**src/rtl/uart_tx_sched.sv**
```systemverilog
// uart_tx_sched: round-robin scheduler sharing one UART transmitter among 4 byte requesters
// Ports: clk/rst_n (async active-low); req[3:0] level requests with req_data byte lanes [8i+7:8i];
// ack one-hot capture pulse; tx_en_sig/tx_data drive the transmitter for BPS*10+1 clocks;
// busy high in SEND/GAP; done pulses the cycle after tx_en_sig falls; gnt_id is the last grant.
module uart_tx_sched #(
  parameter int BPS     = 434,
  parameter int GAP_CLK = 0
) (
  input  logic        clk,
  input  logic        rst_n,
  input  logic [3:0]  req,
  input  logic [31:0] req_data,
  output logic [3:0]  ack,
  output logic        tx_en_sig,
  output logic [7:0]  tx_data,
  output logic        busy,
  output logic        done,
  output logic [1:0]  gnt_id
);
  typedef enum logic [1:0] {IDLE = 2'd0, SEND = 2'd1, GAP = 2'd2} state_t;
  localparam logic [15:0] FRAME_LAST = 16'(BPS * 10);
  localparam logic [15:0] GAP_LAST   = 16'(GAP_CLK > 0 ? GAP_CLK - 1 : 0);
  state_t      state_q, state_d;
  logic [1:0]  ptr_q, ptr_d, gnt_q, gnt_d;
  logic [15:0] cnt_q, cnt_d;
  logic [3:0]  ack_q, ack_d;
  logic        tx_en_q, tx_en_d, busy_q, busy_d, done_q, done_d;
  logic [7:0]  tx_data_q, tx_data_d;
  logic [7:0]  rot_w;
  logic [1:0]  off, win;
  // rotate requests so bit 0 is the pointer position; lowest set bit is the winner
  assign rot_w = {req, req} >> ptr_q;
  assign off   = rot_w[0] ? 2'd0 : rot_w[1] ? 2'd1 : rot_w[2] ? 2'd2 : 2'd3;
  assign win   = ptr_q + off;
  always_comb begin
    state_d   = state_q;
    ptr_d     = ptr_q;
    cnt_d     = cnt_q;
    ack_d     = 4'b0000;
    tx_en_d   = tx_en_q;
    tx_data_d = tx_data_q;
    busy_d    = busy_q;
    done_d    = 1'b0;
    gnt_d     = gnt_q;
    case (state_q)
      IDLE: begin
        tx_en_d = 1'b0;
        busy_d  = 1'b0;
        if (|req) begin
          state_d   = SEND;
          tx_data_d = req_data[{win, 3'b000} +: 8];
          gnt_d     = win;
          ack_d     = 4'b0001 << win;
          tx_en_d   = 1'b1;
          busy_d    = 1'b1;
          cnt_d     = 16'd0;
          ptr_d     = win + 2'd1;
        end
      end
      SEND: begin
        cnt_d = cnt_q + 16'd1;
        if (cnt_q == FRAME_LAST) begin
          tx_en_d = 1'b0;
          done_d  = 1'b1;
          cnt_d   = 16'd0;
          state_d = GAP_CLK == 0 ? IDLE : GAP;
          busy_d  = GAP_CLK != 0;
        end
      end
      GAP: begin
        tx_en_d = 1'b0;
        cnt_d   = cnt_q + 16'd1;
        if (cnt_q == GAP_LAST) begin
          busy_d  = 1'b0;
          cnt_d   = 16'd0;
          state_d = IDLE;
        end
      end
      default: begin
        state_d = IDLE;
        tx_en_d = 1'b0;
        busy_d  = 1'b0;
        cnt_d   = 16'd0;
      end
    endcase
  end
  always_ff @(posedge clk or negedge rst_n) begin
    if (!rst_n) begin
      state_q   <= IDLE;
      ptr_q     <= 2'd0;
      cnt_q     <= 16'd0;
      ack_q     <= 4'b0000;
      tx_en_q   <= 1'b0;
      tx_data_q <= 8'h00;
      busy_q    <= 1'b0;
      done_q    <= 1'b0;
      gnt_q     <= 2'd0;
    end else begin
      state_q   <= state_d;
      ptr_q     <= ptr_d;
      cnt_q     <= cnt_d;
      ack_q     <= ack_d;
      tx_en_q   <= tx_en_d;
      tx_data_q <= tx_data_d;
      busy_q    <= busy_d;
      done_q    <= done_d;
      gnt_q     <= gnt_d;
    end
  end
  assign ack       = ack_q;
  assign tx_en_sig = tx_en_q;
  assign tx_data   = tx_data_q;
  assign busy      = busy_q;
  assign done      = done_q;
  assign gnt_id    = gnt_q;
endmodule
```
**config.mk**
```make
export PLATFORM = sky130hd
export DESIGN_NAME = uart_tx_sched
export DESIGN_NICKNAME = d
export VERILOG_FILES = /design/src/rtl/uart_tx_sched.sv
export SDC_FILE = /design/constraint.sdc
export NUM_CORES = 1
export LEC_CHECK = 0
export BUFFER_PORTS_ARGS = -buffer_cell sky130_fd_sc_hd__buf_2
export CAP_MARGIN = 30
export CORE_MARGIN = 2
export CORE_UTILIZATION = 50
export CTS_CLUSTER_SIZE = 10
export DETAILED_ROUTE_END_ITERATION = 7
export PLACE_DENSITY = 0.85
export SETUP_SLACK_MARGIN = 0.5
export SLEW_MARGIN = 20
export SYNTH_ARGS = -nofsm -noshare
export SYNTH_HDL_FRONTEND = slang
export SYNTH_SLANG_ARGS = --single-unit
```
**constraint.sdc**
```tcl
create_clock -name clk -period 6.07 [get_ports clk]
set_clock_uncertainty 0.05 [all_clocks]
set_input_delay 0.9105 -clock clk [delete_from_list [all_inputs] [get_ports clk]]
set_output_delay 0.9105 -clock clk [all_outputs]
set_load 0.02 [all_outputs]
```
* Yosys cells after proc, flatten, opt, wreduce, memory -nomap -nowiden
Index checks and enable logic that the tools add are counted.
** Word-level totals
- Register bits :: 37
- Input bits :: 38
- Output and inout port bits :: 17
- Logic and storage cells :: 47
** Operators by class
- Add/sub/neg operators :: 3
- Equal/unequal tests :: 6
- Shift-type cells :: 3
- Multiplexer cells :: 20
- Reduce and logical (&&, ||, !) cells :: 6
** Operators by type and width (count)
- $mux 16 :: 3
- $pmux 16 s3 :: 1
- $shiftx 32x6->8 :: 1
- $add 16x1->16 const B :: 1
- $eq 16x13->1 const B :: 1
- $logic_not 16->1 :: 1
- $mux 2 :: 5
- $mux 4 :: 2
- $shr 8x2->3 :: 1
- $mux 1 :: 6
- $ne 2x2->1 const B :: 3
- $pmux 2 s3 :: 1
- $reduce_and 2->1 :: 2
- $reduce_or 4->1 :: 1
- $shl 1x2->4 const A :: 1
- $pmux 1 s3 :: 1
- $reduce_and 3->1 :: 1
- $add 2x1->2 const B :: 1
- $add 2x2->2 :: 1
- $eq 2x1->1 const B :: 1
- $eq 2x2->1 const B :: 1
- $logic_not 2->1 :: 1
- $pmux 1 s2 :: 1

* Depth between registers and ports, before layout
- Depth after elaboration :: 8
- Depth in mapped cells :: 13
- Gate-level depth less buffers :: 11

* Worst setup path before layout
Ideal clock, no wire load.
- Kind :: input to register
- Start :: input port req[2]
- End :: register tx_data_q[1] (netlist: tx_data[1])
- Arrival :: 2.651 ns
- Path slack :: 3.242 ns
- Cell stages on the path :: 11
- Cells stage by stage :: nor2_1 -> nand2_1 -> o21ai_0 -> nand2_1 -> o211ai_1 -> ha_1 -> buf_2 -> clkbuf_1 -> mux2i_1 -> nor3_1 -> a221o_1
** On the way
- Cells in the longest elaborated chain, start to end :: 6
- Elaborated cells on any way between the ends :: 8
** RTL lines
- start, declared :: line 11 : input logic [3:0] req,
- $shr 8x2->3 * :: line 32 : assign rot_w = {req, req} >> ptr_q;
- $mux 1 :: line 33 : assign off = rot_w[0] ? 2'd0 : rot_w[1] ? 2'd1 : rot_w[2] ? 2'd2 : 2'd3;
- $mux 2 :: line 33
- $mux 2 * :: line 33
- $add 2x2->2 * :: line 34 : assign win = ptr_q + off;
- via win[0] :: line 30 : logic [1:0] off, win;
- $shiftx 32x6->8 * :: line 51 : tx_data_d = req_data[{win, 3'b000} +: 8];
- end signal, assigned :: line 104 : tx_data_q <= tx_data_d;
- end, declared :: line 28 : logic [7:0] tx_data_q, tx_data_d;
The timed path passes the listed nets; every way through them passes the cells marked *.
A chain may end at the register's enable or synchronous reset.

* Worst setup path after layout
- Start :: input port req[2]
- End :: register tx_data_q[1] (netlist: tx_data[1])
** On the way
- Cells in the longest elaborated chain, start to end :: 6
- Elaborated cells on any way between the ends :: 8
** RTL lines (line)
- $shr 8x2->3 :: 32
- $mux 1 :: 33
- $mux 2 (2 in series) :: 33
- $add 2x2->2 :: 34
- $shiftx 32x6->8 :: 51
Several ways; a longest one is shown, not always the timed one.

==> results.py <==
metrics = {
    "status": {
        "run_status": "finished clean",
    },
    "worst_setup_path": {
        "critical-path-top-delay-family": "simple AND/OR/NAND/NOR gates",
        "cp-start-kind": "input port",
        "critPathArrivalTime_ns": 3.10,
        "timing.critical_path.mode_cell": "sky130_fd_sc_hd__nand2_1",
        "cp_buf_inv_count": 1,
        "critPathMaxStageDelay_ns": 0.58,
        "cp_cell_sequence": "buf_2, nor2_1, nand2_1, o21ai_0, nand2_1, o211ai_1, ha_1, or4_1, nand4_1, nor3_1, a221o_1",
        "rr_worst_depth": 10,
        "critical_path.endpoint_type": "flop",
        "required_ns": 6.18,
        "critical_path.reg2reg.endpoint": "tx_data[1]",
        "regToRegStartpoint": "ptr_q[0]",
        "critical_path.slowest_cell": "sky130_fd_sc_hd__nand4_1",
        "critical_path.max_fanout": 21,
        "r2r_slack_ns": 3.27,
        "path_class": "input port to flop",
        "critical_path_cell_count": 11,
    },
    "global_route": {
        "grt_busiest_layer": "met2",
        "gr-usage-met2_pct": 33.5,
        "met3_usage_pct": 5.67,
        "grt_first_pass_wirelength_um": 6720,
        "grt_overflow_total": 0,
        "grt_start_max_net_pins": 36,
        "groute.layer.met1.usage_pct": 25.1,
        "grt_antenna_before_repair": 0,
        "grt_util_all_layers_pct": 20.0,
        "grt_pass1_vias": 1545,
    },
    "power_and_ir_drop": {
        "peakVddDrop_v": 0.000134,
        "power.static_leakage_nw": 1.10,
        "seq_power_share_pct": 49.7,
        "power_report.internal_total_mw": 0.431,
        "power.density_cell_area_mw_per_mm2": 278,
        "net-switching-power_mw": 0.220,
        "netSwitchingFraction_pct": 33.8,
        "pwr-share-comb_pct": 25.8,
        "share_clk_of_total_power_pct": 24.5,
    },
    "clocking": {
        "cts_hold_buf": 0,
        "htree_levels": 2,
        "path_clk_slew_ns": 0.07,
        "post_cts.resized_instances": 0,
        "cts_setup_buffers": 0,
        "cts.path.max_buffers": 2,
        "ctsRootBufferMaster": "sky130_fd_sc_hd__clkbuf_8",
        "worstSkewPairLatency_ns": 0.28,
        "tritoncts_sink_count": 35,
        "cts_tree": "done",
        "cts_made_buffers": 5,
    },
    "floorplan": {
        "fp-row-count": 22,
        "initial_utilization_pct": 53.4,
        "fp.dieH_um": 67.2,
        "die_area_mm2": 0.00452,
        "floorplan.core_area_mm2": 0.00374,
        "pin_count": 55,
        "die_w_um": 67.2,
    },
    "drt": {
        "drt.antenna.violating_nets": 0,
        "detailroute.via_count": 1725,
        "firstDrtPassIters": 4,
        "totalWireLength_um": 4010,
        "initialDrtViolationCount": 90,
        "drcViolationCount": 0,
        "vias_per_cell": 5.53,
        "routedWlPerCell_um": 12.8,
    },
    "yosys": {
        "synth-edff-count": 0,
        "synth.avg_cell_area_um2": 9.38,
        "synthTopCellsByArea": "sky130_fd_sc_hd__dfrtp_1 (44%), sky130_fd_sc_hd__mux2i_1 (8.0%), sky130_fd_sc_hd__nand2_1 (5.1%)",
        "yosys-top-cells-count": "sky130_fd_sc_hd__dfrtp_1 (35), sky130_fd_sc_hd__nand2_1 (27), sky130_fd_sc_hd__nor2_1 (21), sky130_fd_sc_hd__mux2i_1 (16), sky130_fd_sc_hd__o21ai_0 (13)",
        "yosysWarnings": 0,
        "ys_seq_area_share_pct": 43.8,
        "postSynth.topFlopCell": "sky130_fd_sc_hd__dfrtp_1",
        "asyncSetResetFlopFracSynth_pct": 100,
        "mappedNetlistArea_mm2": 0.00200,
        "netlist_instances": 213,
        "post-synth-top-count-cell": "sky130_fd_sc_hd__dfrtp_1",
        "synthDominantCellAreaShare_pct": 43.8,
        "yosys.area.top_type": "sky130_fd_sc_hd__dfrtp_1",
        "ys_seq_elements": 35,
        "distinct_cell_type_count_after_synthesis": 40,
        "syn-num-nets": 254,
    },
    "timing": {
        "max_freq_mhz": 334,
        "slew_viol_final": 0,
        "max-slew-margin-rel_pct": 42.1,
        "post-route-min-period_ns": 2.99,
        "layout_worst_path_cycle_share_pct": 49.3,
        "setup-tns-final_ns": 0,
        "finalHoldViolations": 0,
        "rsz0062_at_grt": "false",
        "max_slew.worst_pin.slew_ns": 0.868,
        "finalSetupViolations": 0,
    },
    "place": {
        "finalWeightedCongestion": 0.824,
        "dp_hpwl_um": 2930,
        "place.port_buffers": 54,
    },
    "job": {
        "max_cap_viol_count": 0,
    },
    "hold_path": {
        "whs_path_depth": 2,
        "holdCritStartpoint": "gnt_id[1]",
        "path_category_of_the_worst_min_delay_check": "flop to flop",
        "holdPathEnd": "gnt_id[1]",
    },
    "cells_and_area": {
        "post-route-util_pct": 62.6,
        "n_antenna_cell": 0,
        "num-nets-final": 304,
        "synthToLayoutAreaGrowth_pct": 17.3,
        "layout-drive-gt1-share_pct": 26.1,
    },
}
## tightest hold or removal path: cells and delay by family (launching register included)
| kind | cells | cell delay, ns |
|---|---|---|
| and+or+nand+nor | 2 | 0.11 |
| DFF | 1 | 0.34 |
## power by group through the flow
stage / sequential (mW) / clock (mW) / combinational, mW
after floorplan: 0.325 / 0 / 0.120
after global placement: 0.324 / 0 / 0.163
after detailed placement: 0.327 / 0 / 0.169
after CTS: 0.323 / 0.166 / 0.169
after global routing: 0.332 / 0.178 / 0.189
final: 0.324 / 0.160 / 0.168
## kinds of logic (layout without fill, tap and decap cells)
| family | after synthesis | in the layout | synth area share, % |
|---|---|---|---|
| AO/OA/AOI/OAI | 42 | 42 | 15.3 |
| flip-flops | 35 | 35 | 43.8 |
| AND/OR/NAND/NOR | 97 | 97 | 23.9 |
| XOR/XNOR | 4 | 4 | 1.75 |
| multiplexers | 18 | 18 | 9.33 |
| buffers and inverters | 14 | 65 | 4.07 |
| adder cells (fa/ha/maj) | 3 | 3 | 1.88 |
## worst max path at each step
stage / slack, ns / end / from
after floorplan: 3.24 / tx_data[1] / req[2]
final: 3.08 / tx_data[1] / req[2]
after detailed placement: 2.78 / tx_data[7] / req[2]
after CTS: 3.09 / tx_data[7] / req[2]
after global placement: 2.86 / tx_data[6] / req[2]
after global routing: 2.92 / ptr_q[1] / req[3]
## area by class of cell
class	count	area (um^2)
Fill cell	312	1400
Multi-Input combinational cell	164	1040
Sequential cell	35	876
Timing Repair Buffer	54	270
Clock buffer	6	72.6
Tap cell	48	60.1
Clock inverter	2	12.5
Inverter	3	11.3
## flip-flops by register name (all words and copies together) (netlist names)
name       cells
state_q        1
ptr_q          2
tx_data        8
gnt_id         2
done           1
ack            4
cnt_q         16
tx_en_sig      1
## routing by layer
layer | vias to the layer above | share of wire, %
met5 | - | 0
met4 | 0 | 1.0
met3 | 4 | 6.6
met2 | 69 | 46
met1 | 777 | 46
li1 | 875 | -
## cell usage in the layout, fill, tap and decap left out, types with 2 or more instances in the layout
cell	instances
sky130_fd_sc_hd__buf_2	54
sky130_fd_sc_hd__dfrtp_1	35
sky130_fd_sc_hd__nand2_1	27
sky130_fd_sc_hd__nor2_1	21
sky130_fd_sc_hd__mux2i_1	16
sky130_fd_sc_hd__o21ai_0	13
sky130_fd_sc_hd__nor3_1	10
sky130_fd_sc_hd__o21ai_1	8
sky130_fd_sc_hd__a221o_1	8
sky130_fd_sc_hd__nor2b_1	7
sky130_fd_sc_hd__nand4_1	7
sky130_fd_sc_hd__nand3_1	6
sky130_fd_sc_hd__or3_1	5
sky130_fd_sc_hd__clkbuf_8	5
sky130_fd_sc_hd__nor4_1	4
sky130_fd_sc_hd__inv_1	3
sky130_fd_sc_hd__or2_2	3
sky130_fd_sc_hd__xor2_1	3
sky130_fd_sc_hd__ha_1	3
sky130_fd_sc_hd__a21oi_1	2
sky130_fd_sc_hd__o211ai_1	2
sky130_fd_sc_hd__and2_1	2
sky130_fd_sc_hd__o41ai_1	2
## through the flow
stage / cells / cell area (um^2) / worst slack, ns / hold WS, ns / power, mW
CTS: 312 / 2340 / 3.09 / 0.436 / 0.658
global placement: 304 / 2260 / 2.86 / 0.412 / 0.487
floorplan: 213 / 2000 / 3.24 / 0.406 / 0.445
finish: 312 / 2340 / 3.08 / 0.433 / 0.651
detailed placement: 304 / 2260 / 2.78 / 0.417 / 0.496
global route: 312 / 2340 / 2.92 / 0.473 / 0.698
No activity file was read; power rests on OpenSTA's default activity.
